===== src/rtl/mips_pkg.sv =====
// Shared encodings for the multicycle MIPS control unit.
// MIPS_BNE_EN adds the BNE state and opcode.
package mips_pkg;

  typedef enum logic [3:0] {
    FETCH   = 4'd0,
    DECODE  = 4'd1,
    MEMADR  = 4'd2,
    MEMRD   = 4'd3,
    MEMWB   = 4'd4,
    MEMWR   = 4'd5,
    RTYPEEX = 4'd6,
    ALUWB   = 4'd7,
    BRANCH  = 4'd8,
    ADDIEX  = 4'd9,
    ADDIWB  = 4'd10,
`ifdef MIPS_BNE_EN
    JUMP    = 4'd11,
    BNE     = 4'd12
`else
    JUMP    = 4'd11
`endif
  } state_e;

  typedef enum logic [1:0] {
    ALUOP_ADD   = 2'd0,
    ALUOP_SUB   = 2'd1,
    ALUOP_FUNCT = 2'd2
  } alu_op_e;

  localparam logic [5:0] OP_RTYPE = 6'b000000;
  localparam logic [5:0] OP_LW    = 6'b100011;
  localparam logic [5:0] OP_SW    = 6'b101011;
  localparam logic [5:0] OP_BEQ   = 6'b000100;
  localparam logic [5:0] OP_ADDI  = 6'b001000;
  localparam logic [5:0] OP_J     = 6'b000010;
`ifdef MIPS_BNE_EN
  localparam logic [5:0] OP_BNE   = 6'b000101;
`endif

  localparam logic [5:0] FUNCT_ADD = 6'b100000;
  localparam logic [5:0] FUNCT_SUB = 6'b100010;
  localparam logic [5:0] FUNCT_AND = 6'b100100;
  localparam logic [5:0] FUNCT_OR  = 6'b100101;
  localparam logic [5:0] FUNCT_SLT = 6'b101010;

  localparam logic [2:0] ALUC_AND = 3'b000;
  localparam logic [2:0] ALUC_OR  = 3'b001;
  localparam logic [2:0] ALUC_ADD = 3'b010;
  localparam logic [2:0] ALUC_SUB = 3'b110;
  localparam logic [2:0] ALUC_SLT = 3'b111;

endpackage


===== src/rtl/mips_controller_if.sv =====
// Control bundle between the controller (master) and the datapath (slave).
interface mips_controller_if;
  logic [5:0] op;
  logic [5:0] funct;
  logic       zero;
  logic       IorD;
  logic       MemWrite;
  logic       IRWrite;
  logic       RegDst;
  logic       MemtoReg;
  logic       RegWrite;
  logic       ALUSrcA;
  logic [1:0] ALUSrcB;
  logic [2:0] ALUControl;
  logic [1:0] PCSrc;
  logic       PCEn;
  logic [3:0] state;

  modport master (
    input  op, funct, zero,
    output IorD, MemWrite, IRWrite, RegDst, MemtoReg, RegWrite,
           ALUSrcA, ALUSrcB, ALUControl, PCSrc, PCEn, state
  );

  modport slave (
    output op, funct, zero,
    input  IorD, MemWrite, IRWrite, RegDst, MemtoReg, RegWrite,
           ALUSrcA, ALUSrcB, ALUControl, PCSrc, PCEn, state
  );
endinterface


===== src/rtl/mips_alu_decoder.sv =====
// Combinational ALUOp + funct to ALUControl decode.
module mips_alu_decoder
  import mips_pkg::*;
(
  input  alu_op_e    alu_op_i,
  input  logic [5:0] funct_i,
  output logic [2:0] alu_ctrl_o
);

  always_comb begin
    alu_ctrl_o = ALUC_ADD;
    case (alu_op_i)
      ALUOP_SUB:   alu_ctrl_o = ALUC_SUB;
      ALUOP_FUNCT: begin
        case (funct_i)
          FUNCT_SUB: alu_ctrl_o = ALUC_SUB;
          FUNCT_AND: alu_ctrl_o = ALUC_AND;
          FUNCT_OR:  alu_ctrl_o = ALUC_OR;
          FUNCT_SLT: alu_ctrl_o = ALUC_SLT;
          default:   alu_ctrl_o = ALUC_ADD;
        endcase
      end
      default:     alu_ctrl_o = ALUC_ADD;
    endcase
  end

endmodule


===== src/rtl/mips_controller.sv =====
// Multicycle Moore control unit for the shared-memory MIPS core.
// MIPS_BNE_EN enables the bne opcode and its BNE state.
module mips_controller
  import mips_pkg::*;
(
  input logic             clk,
  input logic             RESET,
  mips_controller_if.master bus
);

  state_e state_q, state_d, s_eff;
  alu_op_e alu_op;
  logic iord, irwrite, memwrite, regdst, memtoreg, regwrite, srca;
  logic [1:0] srcb, pcsrc;
  logic pcwrite, branch, branch_ne;

  always_ff @(posedge clk) begin
    if (RESET) state_q <= FETCH;
    else       state_q <= state_d;
  end

  always_comb begin
    state_d = FETCH;
    case (state_q)
      FETCH:   state_d = DECODE;
      DECODE: begin
        case (bus.op)
          OP_LW, OP_SW: state_d = MEMADR;
          OP_RTYPE:     state_d = RTYPEEX;
          OP_BEQ:       state_d = BRANCH;
          OP_ADDI:      state_d = ADDIEX;
          OP_J:         state_d = JUMP;
`ifdef MIPS_BNE_EN
          OP_BNE:       state_d = BNE;
`endif
          default:      state_d = FETCH;
        endcase
      end
      MEMADR: begin
        if (bus.op == OP_LW)      state_d = MEMRD;
        else if (bus.op == OP_SW) state_d = MEMWR;
        else                      state_d = FETCH;
      end
      MEMRD:   state_d = MEMWB;
      RTYPEEX: state_d = ALUWB;
      ADDIEX:  state_d = ADDIWB;
      default: state_d = FETCH;
    endcase
  end

  // Under reset the selects present FETCH values; the write enables are killed below.
  always_comb begin
    s_eff     = RESET ? FETCH : state_q;
    iord      = 1'b0;
    irwrite   = 1'b0;
    memwrite  = 1'b0;
    regdst    = 1'b0;
    memtoreg  = 1'b0;
    regwrite  = 1'b0;
    srca      = 1'b0;
    srcb      = 2'b00;
    alu_op    = ALUOP_ADD;
    pcsrc     = 2'b00;
    pcwrite   = 1'b0;
    branch    = 1'b0;
    branch_ne = 1'b0;
    case (s_eff)
      FETCH: begin
        irwrite = 1'b1;
        srcb    = 2'b01;
        pcwrite = 1'b1;
      end
      DECODE:  srcb = 2'b11;
      MEMADR: begin
        srca = 1'b1;
        srcb = 2'b10;
      end
      MEMRD:   iord = 1'b1;
      MEMWB: begin
        memtoreg = 1'b1;
        regwrite = 1'b1;
      end
      MEMWR: begin
        iord     = 1'b1;
        memwrite = 1'b1;
      end
      RTYPEEX: begin
        srca   = 1'b1;
        alu_op = ALUOP_FUNCT;
      end
      ALUWB: begin
        regdst   = 1'b1;
        regwrite = 1'b1;
      end
      BRANCH: begin
        srca   = 1'b1;
        alu_op = ALUOP_SUB;
        pcsrc  = 2'b01;
        branch = 1'b1;
      end
`ifdef MIPS_BNE_EN
      BNE: begin
        srca      = 1'b1;
        alu_op    = ALUOP_SUB;
        pcsrc     = 2'b01;
        branch_ne = 1'b1;
      end
`endif
      ADDIEX: begin
        srca = 1'b1;
        srcb = 2'b10;
      end
      ADDIWB:  regwrite = 1'b1;
      JUMP: begin
        pcsrc   = 2'b10;
        pcwrite = 1'b1;
      end
      default: ;
    endcase
  end

  mips_alu_decoder u_alu_dec (
    .alu_op_i   (alu_op),
    .funct_i    (bus.funct),
    .alu_ctrl_o (bus.ALUControl)
  );

  assign bus.IorD     = iord;
  assign bus.IRWrite  = irwrite  & ~RESET;
  assign bus.MemWrite = memwrite & ~RESET;
  assign bus.RegDst   = regdst;
  assign bus.MemtoReg = memtoreg;
  assign bus.RegWrite = regwrite & ~RESET;
  assign bus.ALUSrcA  = srca;
  assign bus.ALUSrcB  = srcb;
  assign bus.PCSrc    = pcsrc;
  assign bus.PCEn     = (pcwrite | (branch & bus.zero) | (branch_ne & ~bus.zero)) & ~RESET;
  assign bus.state    = state_q;

endmodule


===== src/flat_wrapper.sv =====
// flat-port wrapper written by rule: the top's interface ports become plain ports
module mips_controller_flat import mips_pkg::*;
  (clk, RESET, bus_op, bus_funct, bus_zero, bus_IorD, bus_MemWrite, bus_IRWrite, bus_RegDst, bus_MemtoReg, bus_RegWrite, bus_ALUSrcA, bus_ALUSrcB, bus_ALUControl, bus_PCSrc, bus_PCEn, bus_state);
  mips_controller_if bus_i ();
  input logic clk;
  input logic RESET;
  input wire logic [$bits(bus_i.op)-1:0] bus_op;
  input wire logic [$bits(bus_i.funct)-1:0] bus_funct;
  input wire logic [$bits(bus_i.zero)-1:0] bus_zero;
  output wire logic [$bits(bus_i.IorD)-1:0] bus_IorD;
  output wire logic [$bits(bus_i.MemWrite)-1:0] bus_MemWrite;
  output wire logic [$bits(bus_i.IRWrite)-1:0] bus_IRWrite;
  output wire logic [$bits(bus_i.RegDst)-1:0] bus_RegDst;
  output wire logic [$bits(bus_i.MemtoReg)-1:0] bus_MemtoReg;
  output wire logic [$bits(bus_i.RegWrite)-1:0] bus_RegWrite;
  output wire logic [$bits(bus_i.ALUSrcA)-1:0] bus_ALUSrcA;
  output wire logic [$bits(bus_i.ALUSrcB)-1:0] bus_ALUSrcB;
  output wire logic [$bits(bus_i.ALUControl)-1:0] bus_ALUControl;
  output wire logic [$bits(bus_i.PCSrc)-1:0] bus_PCSrc;
  output wire logic [$bits(bus_i.PCEn)-1:0] bus_PCEn;
  output wire logic [$bits(bus_i.state)-1:0] bus_state;
  assign bus_i.op = bus_op;
  assign bus_i.funct = bus_funct;
  assign bus_i.zero = bus_zero;
  assign bus_IorD = bus_i.IorD;
  assign bus_MemWrite = bus_i.MemWrite;
  assign bus_IRWrite = bus_i.IRWrite;
  assign bus_RegDst = bus_i.RegDst;
  assign bus_MemtoReg = bus_i.MemtoReg;
  assign bus_RegWrite = bus_i.RegWrite;
  assign bus_ALUSrcA = bus_i.ALUSrcA;
  assign bus_ALUSrcB = bus_i.ALUSrcB;
  assign bus_ALUControl = bus_i.ALUControl;
  assign bus_PCSrc = bus_i.PCSrc;
  assign bus_PCEn = bus_i.PCEn;
  assign bus_state = bus_i.state;
  mips_controller u_core (.clk(clk), .RESET(RESET), .bus(bus_i));
endmodule

===== config.mk =====
export PLATFORM = sky130hd
export DESIGN_NAME = mips_controller_flat
export DESIGN_NICKNAME = d
export VERILOG_FILES = /design/src/rtl/mips_pkg.sv /design/src/rtl/mips_controller_if.sv /design/src/rtl/mips_alu_decoder.sv /design/src/rtl/mips_controller.sv /design/src/flat_wrapper.sv
export SDC_FILE = /design/constraint.sdc
export NUM_CORES = 1
export LEC_CHECK = 0
export CORE_MARGIN = 8
export CORE_UTILIZATION = 42
export CTS_CLUSTER_DIAMETER = 100
export DETAILED_ROUTE_END_ITERATION = 10
export HOLD_SLACK_MARGIN = 0.05
export PLACE_DENSITY = 0.83
export SLEW_MARGIN = 20
export SYNTH_ARGS = -nofsm -noshare
export SYNTH_HDL_FRONTEND = slang
export SYNTH_SLANG_ARGS = --single-unit

===== constraint.sdc =====
create_clock -name clk -period 3.8 [get_ports clk]
set_clock_uncertainty 0.05 [all_clocks]
set_input_delay 0.38 -clock clk [delete_from_list [all_inputs] [get_ports clk]]
set_output_delay 0.38 -clock clk [all_outputs]
set_load 0.01 [all_outputs]

# After elaboration in Yosys (flattened, before gate mapping)
# Index checks and enable logic that the tools add are counted.
# op_classes
add_sub_neg,0
multipliers,0
n_div,0
magnitude_cmp,0
n_eq_ne,27
n_shift,0
muxes,19
bitwise_logic,7
n_reduce_logical,9
# ops
op,count
== test 6 bit (second input constant),6
one-hot mux 4 bit (6 select lines),1
== test 4 x 3 -> 1 bit (second input constant),5
== test 4 bit (second input constant),5
one-hot mux 4 bit (5 select lines),1
== test 4 x 2 -> 1 bit (second input constant),4
one-hot mux 3 bit (4 select lines),1
two-way mux 1 bit,9
== test 4 x 1 -> 1 bit (second input constant),2
zero test 4 bit,2
two-way mux 4 bit,2
one-hot mux 2 bit (2 select lines),2
OR reduction 2 bit,4
== test 6 x 2 -> 1 bit (second input constant),1
== test 6 x 3 -> 1 bit (second input constant),1
== test 6 x 4 -> 1 bit (second input constant),1
zero test 6 bit,1
one-hot mux 2 bit (3 select lines),1
one-hot mux 3 bit (2 select lines),1
bitwise AND 1 bit,5
OR reduction 4 bit,1
two-way mux 3 bit,1
OR reduction 3 bit,1
== test 2 x 1 -> 1 bit (second input constant),1
other kinds (3),3
# totals
ff_bits,4
latch_bits,0
ram_bits,0
rom_bits,0
in_bits,15
output_inout_bits,19
elab_cells,63
mem_count,0

# Longest topological paths before layout
# Gate-level depths: netlist of the first run.
# logic_depth
ltp_word,6
mapped_depth,7
depth_no_buf,6

# Cells and area by module
# A second synthesis of the first run with hierarchy kept.
# hier_totals
cells_unflattened,83
hier_area_um2,603.1
# modules_own_cells
module,instances,cells_per_inst,area_per_inst_um2,seq_area_each_um2
mips_controller,1,68,484.2,80.1
mips_alu_decoder,1,15,118.9,0.0

# Worst setup path before layout of the first run
# No wires, ideal clock.
# synth_timing
path_type,reg-to-output
from,"reg u_core.state_q[0], in the netlist u_core.bus.state[0]"
to,out bus_ALUControl[0]
arrival_ns,1.670
required_time_ns,3.370
setup_slack_ns,1.700
path_stages_with_launch,6
n_path_buf,1
cell_sequence,dfxtp_1 buf_2 nand2b_4 or3_1 ha_1 nor3_1
# synth_via
elab_chain_len,5
word_cells_on_any_way,7
cone_classes,eq/ne: 4; mux: 3
# synth_rtl
item,line_no,source
start: declaration,mips_controller.sv:11,"state_e state_q, state_d, s_eff;"
start signal: assignment,mips_controller.sv:19,else state_q <= state_d;
two-way mux 4 bit *,mips_controller.sv:53,s_eff = RESET ? FETCH : state_q;
== test 4 bit or == test 4 x 3 -> 1 bit (tied branches),mips_controller.sv:67,case (s_eff)
one-hot mux 2 bit (2 select lines) *,mips_controller.sv:67,
== test 2 bit or == test 2 x 1 -> 1 bit (tied branches),mips_alu_decoder.sv:12,case (alu_op_i)
one-hot mux 3 bit (2 select lines) *,mips_alu_decoder.sv:12,
end: declaration,flat_wrapper.sv:18,output wire logic [$bits(bus_i.ALUControl)-1:0] bus_ALUControl;
# Every way passes the cells marked *; elsewhere a longest branch is shown, timed or not.

# Worst setup path in the final report of the first run
# layout_timing
from,"reg u_core.state_q[1], in the netlist u_core.bus.state[1]"
to,out bus_ALUControl[0]
# The elaborated chain is that of the path after synthesis.

==> results of run 1 <==
## cells in the final DEF (no fill, tap or decap), types with 2 or more instances in the layout
cell type / instances
clkdlybuf4s50_1: 33
a21oi_1: 3
nor2_1: 11
a31oi_1: 3
nor3b_1: 2
nand2b_4: 3
a211oi_1: 2
nand2_1: 7
o31ai_1: 2
nor3_1: 8
nor4_2: 4
clkbuf_4: 3
or2_1: 2
inv_1: 2
dfxtp_1: 4
a22oi_1: 2
xor2_1: 3
inv_2: 2
nor2b_1: 2
and3_1: 2
ha_1: 3
## power groups by stage
stage	combinational (W)	sequential, W	clock [W]
2_1_floorplan	0.0000300	0.0000453	0
3_3_place_gp	0.0000522	0.0000504	0
3_5_place_dp	0.0000544	0.0000505	0
4_1_cts	0.0000547	0.0000498	0.0000563
5_1_grt	0.0000590	0.0000504	0.0000609
6_report	0.0000543	0.0000498	0.0000563
## worst max-delay path: cells and delay by family (launching register included)
family        cells  cell delay [ns]
buf+inv           1             0.58
fa+ha+maj         1             0.33
simple gates      3             0.78
flops             1             0.78
## routing by layer
layer / wire (um) / up-vias / part of all wire / GRT usage
met1: 830 / 356 / 0.40 / 0.1514
met2: 1086 / 32 / 0.52 / 0.2228
met5: 0 / - / 0 / 0
met3: 130 / 5 / 0.062 / 0.04795
li1: - / 383 / - / -
met4: 42 / 0 / 0.020 / 0.08803
## cell type report
type                            instances  area (sq um)  area share
Multi-Input combinational cell         75         519.2      0.5260
Timing Repair Buffer                   33         330.3      0.3346
Sequential cell                         4         80.08     0.08112
Clock buffer                            3         22.52     0.02281
Tap cell                               16         20.02     0.02028
Inverter                                4         15.01     0.01521
## kinds of logic (layout without fill, tap and decap cells)
kind of cell,count (synthesis),in the layout
simple gates,48,48
compound gates,20,20
buf+inv,12,40
flops,4,4
fa+ha+maj,3,3
xor+xnor,3,3
mux,1,1
## stage by stage
| step | util | setup WS, ns |
|---|---|---|
| floorplan | - | 1.700 |
| global route | 0.6630 | 0.5960 |
| detailed placement | 0.6479 | 0.7004 |
| finish | 0.6630 | 0.6638 |
| CTS | 0.6630 | 0.6903 |
| global placement | 0.6479 | 0.7704 |
## path summary, 6_finish.rpt
path	start	end	slack [ns]	cells after the start
worst max register to register	u_core.bus.state[1]	u_core.bus.state[1]	2.14	4
worst min-delay path	u_core.bus.state[3]	u_core.bus.state[3]	0.71	2
worst max-delay path	u_core.bus.state[1]	bus_ALUControl[0]	0.66	5
worst min register to register	u_core.bus.state[3]	u_core.bus.state[3]	0.71	2
==> summary.md, run 1 <==
| Metric | Value |
|---|---|
| Outcome | complete, no violations |
| Proportion of synthesized area in mux cells | 0.01518 |
| CP Class | flip-flop to output pin |
| # hold bufs at CTS | 0 |
| Top FF cell, synth | dfxtp_1 |
| Total Routing Usage GR | 0.1389 |
| Die area | 3094 sq um |
| Routed vias/inst | 5.748 |
| Clk root buf | clkbuf_4 |
| Worst Setup End Kind | output pin |
| Core ar. | 1489 sq um |
| Async SR Flop Fraction | 0 |
| Setup TNS | 0 ns |
| Drt total wl | 2.090 mm |
| Die W | 55.62 um |
| CP arrival | 2.71 ns |
| Initial DRC Count | 9 |
| Syn avg cell area | 7.246 sq um |
| Synthesized Nets | 109 |
| Final min period | 3.136 ns |
| Nature of the critical path startpoint | flip-flop |
| Routability cong. | 0.7735 |
| Int Power | 0.0001101 W |
| Largest family of logic cells by synthesized area | simple AND/OR/NAND/NOR gates |
| Via count | 776 |
| Max cap viols | 0 |
| Worst-path fanout max | 17 |
| Post-synthesis adder-cell area fraction | 0.05693 |
| Xor and xnor area share after synthesis | 0.03985 |
| Sink Count | 4 |
| Post-Syn Area | 659.4 sq um |
| First-pass GRT wire length | 3.636 mm |
| Post-synthesis sequential area ratio | 0.1214 |
| YS warnings | 0 |
| Synth Area in Simple Gates | 0.4535 |
| Placed cell area | 964.7 sq um |
| Post-route ant nets | 0 |
| Post-synth EDFFs | 0 |
| Max incr delay on CP | 0.78 ns |
| FF+latch count, synth | 4 |
| Power Density | 162.4 nW/um^2 |
| Clock power frac | 0.351 |
| Synth area leader | dfxtp_1 |
| Crit share post-route | 0.8253 |
| Layout area overhead | 49.72% |
| Max_slew headroom | 0.5187 |
| Final Non-Filler Cells | 135 |
| Final setup violation count | 0 |
| Setup bufs post-CTS | 0 |
| Unrepaired setup endpoints after global routing | false |
| FILL cells | 148 |
| P_sw | 0.00005028 W |
| Final Hold Vio Count | 0 |
| Placed Cells | 132 |
| CTS tree | done |
| CTS Buf Count | 3 |
| Critical path data required time | 3.37 ns |
| DR pass1 iterations | 6 |
| Nets | 139 |
| Net Sw Frac | 0.3136 |
| # IOs | 34 |
| HPWL after detailed placement | 1.657 mm |
| Buffers on Ports | 33 |
| Antenna fix cells | 0 |
| Top cells by area, synth | dfxtp_1, nor4_2, nand2b_4 |
| Proportion of layout cells with a drive suffix above 1 | 0.1345 |
| Slew @ Worst Pin | 0.7209 ns |
| Worst hold path class | flip-flop to flip-flop |
| Sequential power share | 0.311 |
| Post-synth top area share | 0.1214 |
| # rows | 14 |
| Synth unique cells | 38 |
| DR WL/cell | 15.48 um |
| FMAX | 0.3189 GHz |
| Comb pwr share | 0.339 |
| Pleak | 0.3334 nW |
| Clock slew at reported path FFs | 0.04 ns |
| Largest register FFs | 4 |
| Fin area | 987.2 sq um |
| Top-count cell post-synth | nor2_1 |
| Mapped Cells | 91 |
| Maximum vdd ir drop | 0.0001196 V |
| Die Y | 55.62 um |
| Worst path slowest cell | dfxtp_1 |
| Largest net degree at the start of global routing | 18 |
| Number of global-route vias before repair | 787 |
| Number of remaining DRC errors | 0 |
| PnR Total Power | 0.0001604 W |
| H-tree levels | 1 |
| Worst hold slack | 0.7117 ns |
| Critical-path cell list | nand2b_4, or3_1, ha_1, nor3_1, clkdlybuf4s50_1 |
| Cts repair resizes | 0 |
| Max Transition Viols Final | 0 |
| Compound-Gate Fraction of Synth Area | 0.2220 |
| CTS Buffer Depth | 2 |
| Initial antenna violation count | 0 |
| Most frequent cells after synthesis | nor2_1, nor3_1, nand2_1, buf_2 |
| Grt ovf | 0 |
| Clock insertion delay at the later pin of the skew report | 0.25 ns |
| Initial Utilization | 0.4429 |
Note: power is estimated with default switching activity, not from simulation.
==> run 2, diff against run 1 <==
--- a/config.mk
+++ b/config.mk
@@ -6,11 +6,11 @@
 export NUM_CORES = 1
 export LEC_CHECK = 0
 export CORE_MARGIN = 8
-export CORE_UTILIZATION = 42
+export CORE_UTILIZATION = 35
 export CTS_CLUSTER_DIAMETER = 100
 export DETAILED_ROUTE_END_ITERATION = 10
 export HOLD_SLACK_MARGIN = 0.05
-export PLACE_DENSITY = 0.83
+export PLACE_DENSITY = 0.74
 export SLEW_MARGIN = 20
 export SYNTH_ARGS = -nofsm -noshare
 export SYNTH_HDL_FRONTEND = slang
==> constraint.sdc (replaced) <==
create_clock -name clk -period 2.5 [get_ports clk]
set_clock_uncertainty 0.05 [all_clocks]
set_input_delay 0.25 -clock clk [delete_from_list [all_inputs] [get_ports clk]]
set_output_delay 0.25 -clock clk [all_outputs]
set_load 0.01 [all_outputs]
==> run 2 against run 1 <==
Critical path depth is the same. Hold slack got worse by 0.13 ns. Power up 53%. Sequential share of layout area shrank 0.46 points. Largest cell class unchanged. Largest power group is now combinational cells.
==> summary.md, run 2 (synthesis results as in run 1) <==
| Metric | Value |
|---|---|
| Proportion of layout cells with a drive suffix above 1 | 0.1984 (+0.06396) |
| Largest register FFs | 4 (unchanged) |
| Buf+Inv Stages, Crit Path | 1 (unchanged) |
| Number of global-route vias before repair | 824 (+4.7%) |
| CP arrival | 2.11 ns (-0.60 ns) |
| Power Density | 231.4 nW/um^2 (+42%) |
| DR WL/cell | 14.15 um (-8.6%) |
| Maximum vdd ir drop | 0.0001336 V (+12%) |
| Clk root buf | clkbuf_4 |
| Slew @ Worst Pin | 0.2963 ns (-0.4246 ns) |
| Sequential power share | 0.280 (-0.031) |
| Routability cong. | 0.8659 (+12%) |
| R2R setup slack | 1.10 ns (-1.04 ns) |
| Outcome | complete, no violations |
| Int Power | 0.0001725 W (+57%) |
| DR top layer | met4 |
| Via count | 790 (+1.8%) |
| WL met1 | 908 um (+9.4%) |
| Worst hold path class | flip-flop to flip-flop |
| Clock slew at reported path FFs | 0.04 ns (about the same) |
| Critical path data required time | 2.20 ns (-1.17 ns) |
| Routed wl met2 | 1.105 mm (+1.7%) |
| CTS tree | done |
| Clock insertion delay at the later pin of the skew report | 0.23 ns (-0.02 ns) |
| Initial antenna violation count | 0 (unchanged) |
| Worst path slowest cell | dfxtp_1 |
| Final design utilization | 0.6093 (-0.05371) |
| Pleak | 0.3916 nW (+17%) |
| Final setup violation count | 0 (unchanged) |
| CTS Buf Count | 3 (unchanged) |
| Final Hold Vio Count | 0 (unchanged) |
| Die area | 3529 sq um (+14%) |
| Total Routing Usage GR | 0.1217 (-0.01713) |
| DR pass1 iterations | 5 (-1) |
| Max Transition Viols Final | 0 (unchanged) |
| Crit share post-route | 0.9630 |
| Worst-path fanout max | 8 (-9) |
| Largest net degree at the start of global routing | 16 (-2) |
| CP Class | flip-flop to output pin |
| Leading cell type in the layout, fill and taps excluded | clkdlybuf4s50_1 |
| Sink Count | 4 (unchanged) |
| Max_slew headroom | 0.8022 (+0.2835) |
| PnR Total Power | 0.0002461 W (+53%) |
| First-pass GRT wire length | 3.505 mm (-3.6%) |
| Net Sw Frac | 0.2990 (-0.01454) |
| Worst Setup End Kind | output pin |
| FMAX | 0.4154 GHz |
| Comb pwr share | 0.391 (+0.052) |
| Grt ovf | 0 (unchanged) |
| HPWL after detailed placement | 1.742 mm (+5.1%) |
| Routed vias/inst | 5.232 (-9.0%) |
| CTS Buffer Depth | 2 (unchanged) |
| Die Y | 59.41 um (+6.8%) |
| Initial Utilization | 0.3778 (-0.06508) |
| Final min period | 2.407 ns |
| Antenna fix cells | 0 (unchanged) |
| Core ar. | 1745 sq um (+17%) |
| Commonest cells after routing, fill and taps aside | clkdlybuf4s50_1, nor2_1, nor3_1 |
| Number of remaining DRC errors | 0 (unchanged) |
| Unrepaired setup endpoints after global routing | false |
| Nets | 146 (+5.0%) |
| Post-route ant nets | 0 (unchanged) |
| Nature of the critical path startpoint | flip-flop |
| # IOs | 34 (unchanged) |
| P_sw | 0.00007359 W (+46%) |
| WL met3 | 91 um (-30%) |
| Max cap viols | 0 (unchanged) |
| Layout area overhead | 61.29% |
| Die W | 59.41 um (+6.8%) |
| Max incr delay on CP | 0.38 ns (-0.40 ns) |
| H-tree levels | 1 (unchanged) |
| Buffers on Ports | 33 (unchanged) |
| # rows | 15 (+1) |
| FILL cells | 166 (+12%) |
| Initial DRC Count | 12 (+3) |
| Critical-path cell list | nand2b_4, or3_1, ha_1, a211o_1, dlygate4sd2_1 |
| Drt total wl | 2.137 mm (+2.2%) |
| Delay-heaviest family, CP | simple AND/OR/NAND/NOR gates |
| Clock power frac | 0.329 (-0.022) |
-- run 2: cell count changes in the layout (fill, tap and decap cells not counted) --
cell / delta
buf_4: +7
dlygate4sd2_1: +2
clkdlybuf4s50_1: -3
nand2b_2: +1
nor4_2: -1
dlymetal6s2s_1: +1
dfxtp_1: -1
nand2b_1: -1
dfxtp_2: +1
nor4_4: +1
-- run 2: worst min-delay path: stages (launching register included) --
cell and delay, ns:
dfxtp_1 0.41, nand2_1 0.07, nand2_1 0.06, nor3_1 0.04
-- run 2: layout make-up --
cell class	instances	area (sq um)	share of cell area
clock buffer	3	22.52	0.02118
inverter	4	15.01	0.01412
multi-input combinational	75	530.5	0.4988
sequential	4	81.33	0.07647
tap	25	31.28	0.02941
timing repair buffer	40	382.9	0.3600
-- run 2: worst paths after layout --
path,from,end,cells after the start
max,u_core.bus.state[3],bus_ALUControl[1],5
min,u_core.bus.state[2],u_core.bus.state[2],3
max reg2reg,u_core.bus.state[0],u_core.bus.state[1],5
min reg2reg,u_core.bus.state[2],u_core.bus.state[2],3
-- run 2: what timing repair did --
item / in CTS / in global routing
buffers inserted: 0 / 0
gates resized for setup: 4 / 2
hold buffers: 0 / 0
setup endpoints to repair: 3 / 2
-- run 2: per-layer routing --
layer | track usage | up-vias
li1 | - | 398
met1 | 0.1383 | 365
met2 | 0.2157 | 23
met3 | 0.01085 | 4
met4 | 0.06485 | 0
met5 | 0 | -
-- run 2: stage by stage --
| stage | instances | cell area (sq um) | worst slack, ns | TNS, ns | hold WS, ns |
|---|---|---|---|---|---|
| 2_1_floorplan | 91 | 659.4 | 0.5301 | 0 | 0.3675 |
| 3_3_place_gp | 148 | 1028 | 0.01033 | 0 | 0.5750 |
| 3_5_place_dp | 148 | 1028 | -0.06684 | -0.1113 | 0.5739 |
| 4_1_cts | 151 | 1059 | 0.001760 | 0 | 0.5746 |
| 5_1_grt | 151 | 1064 | 0.02169 | 0 | 0.6423 |
| 6_report | 151 | 1064 | 0.09256 | 0 | 0.5777 |
-- run 2: power groups by stage --
stage	Sequential (W)	Clock (W)	Combinational, W
2_1_floorplan	0.0000689	0	0.0000457
3_3_place_gp	0.0000693	0	0.0000939
3_5_place_dp	0.0000694	0	0.0000955
4_1_cts	0.0000689	0.0000844	0.0000963
5_1_grt	0.0000693	0.0000873	0.000104
6_report	0.0000689	0.0000809	0.0000963
==> run 3, diff against run 2 <==
--- a/config.mk
+++ b/config.mk
@@ -9,6 +9,7 @@
 export CORE_UTILIZATION = 35
 export CTS_CLUSTER_DIAMETER = 100
 export DETAILED_ROUTE_END_ITERATION = 10
+export GPL_TIMING_DRIVEN = 0
 export HOLD_SLACK_MARGIN = 0.05
 export PLACE_DENSITY = 0.74
 export SLEW_MARGIN = 20
==> run 3 against run 2 <==
Count of clock-buffer cells in the layout unchanged. Non-clock buffer count did not move. Register-to-register slack improved by 0.07 ns.
==> summary.md, run 3 (synthesis results as in run 1) <==
| Metric | Value |
|---|---|
| Buffers on Ports | 32 (-3.0%) |
| Die area | 3529 sq um (unchanged) |
| CP arrival | 2.14 ns (+0.03 ns) |
| Worst hold path class | primary input to flip-flop |
| Sequential power share | 0.279 (about the same) |
| Crit share post-route | 0.9757 (+0.01272) |
| Antenna fix cells | 0 (unchanged) |
| Clock slew at reported path FFs | 0.04 ns (about the same) |
| Worst hold path startpoint | bus_op[3] |
| Layout area overhead | 58.82% |
| Initial DRC Count | 15 (+3) |
| Final Hold Vio Count | 0 (unchanged) |
| Proportion of layout cells with a drive suffix above 1 | 0.1984 (unchanged) |
| Clock power frac | 0.329 (about the same) |
| CTS Buffer Depth | 2 (unchanged) |
| Sink Count | 4 (unchanged) |
| Core ar. | 1745 sq um (unchanged) |
| Number of global-route vias before repair | 840 (+1.9%) |
| FMAX | 0.4100 GHz (-1.3%) |
| Leading cell type in the layout, fill and taps excluded | clkdlybuf4s50_1 |
| Die Y | 59.41 um (unchanged) |
| Outcome | complete, no violations |
| Routability cong. | 0.8276 (-4.4%) |
| Commonest cells after routing, fill and taps aside | clkdlybuf4s50_1, nor2_1, nor3_1 |
| Critical path data required time | 2.20 ns (about the same) |
| Final setup violation count | 0 (unchanged) |
| Drt total wl | 2.003 mm (-6.3%) |
| Worst-path fanout max | 7 (-1) |
| Setup bufs post-CTS | 0 (unchanged) |
| Clock insertion delay at the later pin of the skew report | 0.24 ns (about the same) |
| Setup TNS | 0 ns (unchanged) |
| Area occupied by multi-input gates | 533.0 sq um (+0.47%) |
| Initial antenna violation count | 0 (unchanged) |
| Register area | 80.08 sq um (-1.5%) |
| DR pass1 iterations | 4 (-1) |
| HPWL after detailed placement | 1.632 mm (-6.3%) |
| H-tree levels | 1 (unchanged) |
| Grt ovf | 0 (unchanged) |
| Int Power | 0.0001693 W (-1.9%) |
| CP startpoint | u_core.bus.state[0] |
| Via count | 785 (-0.63%) |
| Final min period | 2.439 ns (+0.03180 ns) |
| Max cap viols | 0 (unchanged) |
| Clk root buf | clkbuf_4 |
| Number of remaining DRC errors | 0 (unchanged) |
| FILL cells | 166 (unchanged) |
| Post-route ant nets | 0 (unchanged) |
| Routed vias/inst | 5.199 (-0.63%) |
| Hold path cells | 3 (unchanged) |
| Unrepaired setup endpoints after global routing | true |
| Final design utilization | 0.6000 (-0.009319) |
| Die W | 59.41 um (unchanged) |
| # IOs | 34 (unchanged) |
| Worst hold slack | 0.3682 ns (-0.2095 ns) |
| Nature of the critical path startpoint | flip-flop |
| Pleak | 0.3973 nW (+1.5%) |
| Max_slew headroom | 0.8115 (+0.009278) |
| R2R cell count | 4 (-1) |
| Worst Setup End Kind | output pin |
| Net Sw Frac | 0.2962 (-0.002819) |
| CP Class | flip-flop to output pin |
| Max Transition Viols Final | 0 (unchanged) |
| Maximum vdd ir drop | 0.0002633 V (+97%) |
| DR WL/cell | 13.26 um (-6.3%) |
| Total Routing Usage GR | 0.1248 (+0.003119) |
| Nets | 146 (unchanged) |
| Power Density | 229.6 nW/um^2 (-0.76%) |
| First-pass GRT wire length | 3.560 mm (+1.6%) |
| CTS tree | done |
| P_sw | 0.00007124 W (-3.2%) |
| CTS Buf Count | 3 (unchanged) |
| Largest net degree at the start of global routing | 11 (-5) |
| # rows | 15 (unchanged) |
| Comb pwr share | 0.392 (about the same) |
| Initial Utilization | 0.3778 (unchanged) |
| Worst R2R Start | u_core.bus.state[2] |
| Slew @ Worst Pin | 0.2828 ns (-0.01351 ns) |
| Largest register FFs | 4 (unchanged) |
-- run 3: final cells by class --
class | count | share of cell area
plain buffers | 8 | 0.04421
clock buffers | 3 | 0.02151
inverters | 4 | 0.01434
multi-input cells | 75 | 0.5090
flip-flops and latches | 4 | 0.07646
well taps | 25 | 0.02987
repair buffers | 32 | 0.3047
-- run 3: timing repair --
item	4_1_cts	5_1_grt
hold endpoints to repair	0	0
resized for setup	5	2
setup endpoints to repair	4	3
hold buffers	0	0
-- run 3: power groups by stage --
stage	clock network (W)	logic, W	registers [W]
finish	0.0000791	0.0000943	0.0000670
global route	0.0000912	0.000103	0.0000674
CTS	0.0000836	0.0000939	0.0000670
detailed placement	0	0.0000933	0.0000679
global placement	0	0.0000916	0.0000680
floorplan	0	0.0000457	0.0000689
-- run 3: path summary, 6_finish.rpt --
kind              slack, ns                   to
hold reg to reg        0.65  u_core.bus.state[3]
setup / recovery       0.06    bus_ALUControl[1]
setup reg to reg       1.17  u_core.bus.state[1]
hold / removal         0.37  u_core.bus.state[1]
-- run 3: metal layers --
metal	vias up	track usage	wire, um
li1	398	-	-
met1	363	0.1397	852
met2	22	0.2126	1002
met3	2	0.04989	141
met4	0	0.03072	8
met5	-	0	0
-- run 3: critical path, cell delays in order, from the launching register on --
cell	delay, ns
dfxtp_1	0.30
buf_2	0.17
nand2b_4	0.17
or3_4	0.39
ha_1	0.31
a211o_1	0.27
dlygate4sd2_1	0.29
-- run 3: stage by stage --
step,instances,worst slack (ns),total power [W],cell area [sq um]
detailed placement,148,-0.2574,0.0001613,1011
floorplan,91,0.5301,0.0001145,659.4
finish,151,0.06076,0.0002405,1047
global placement,148,-0.2263,0.0001596,1011
global route,151,-0.05574,0.0002619,1047
CTS,151,0.01688,0.0002445,1036
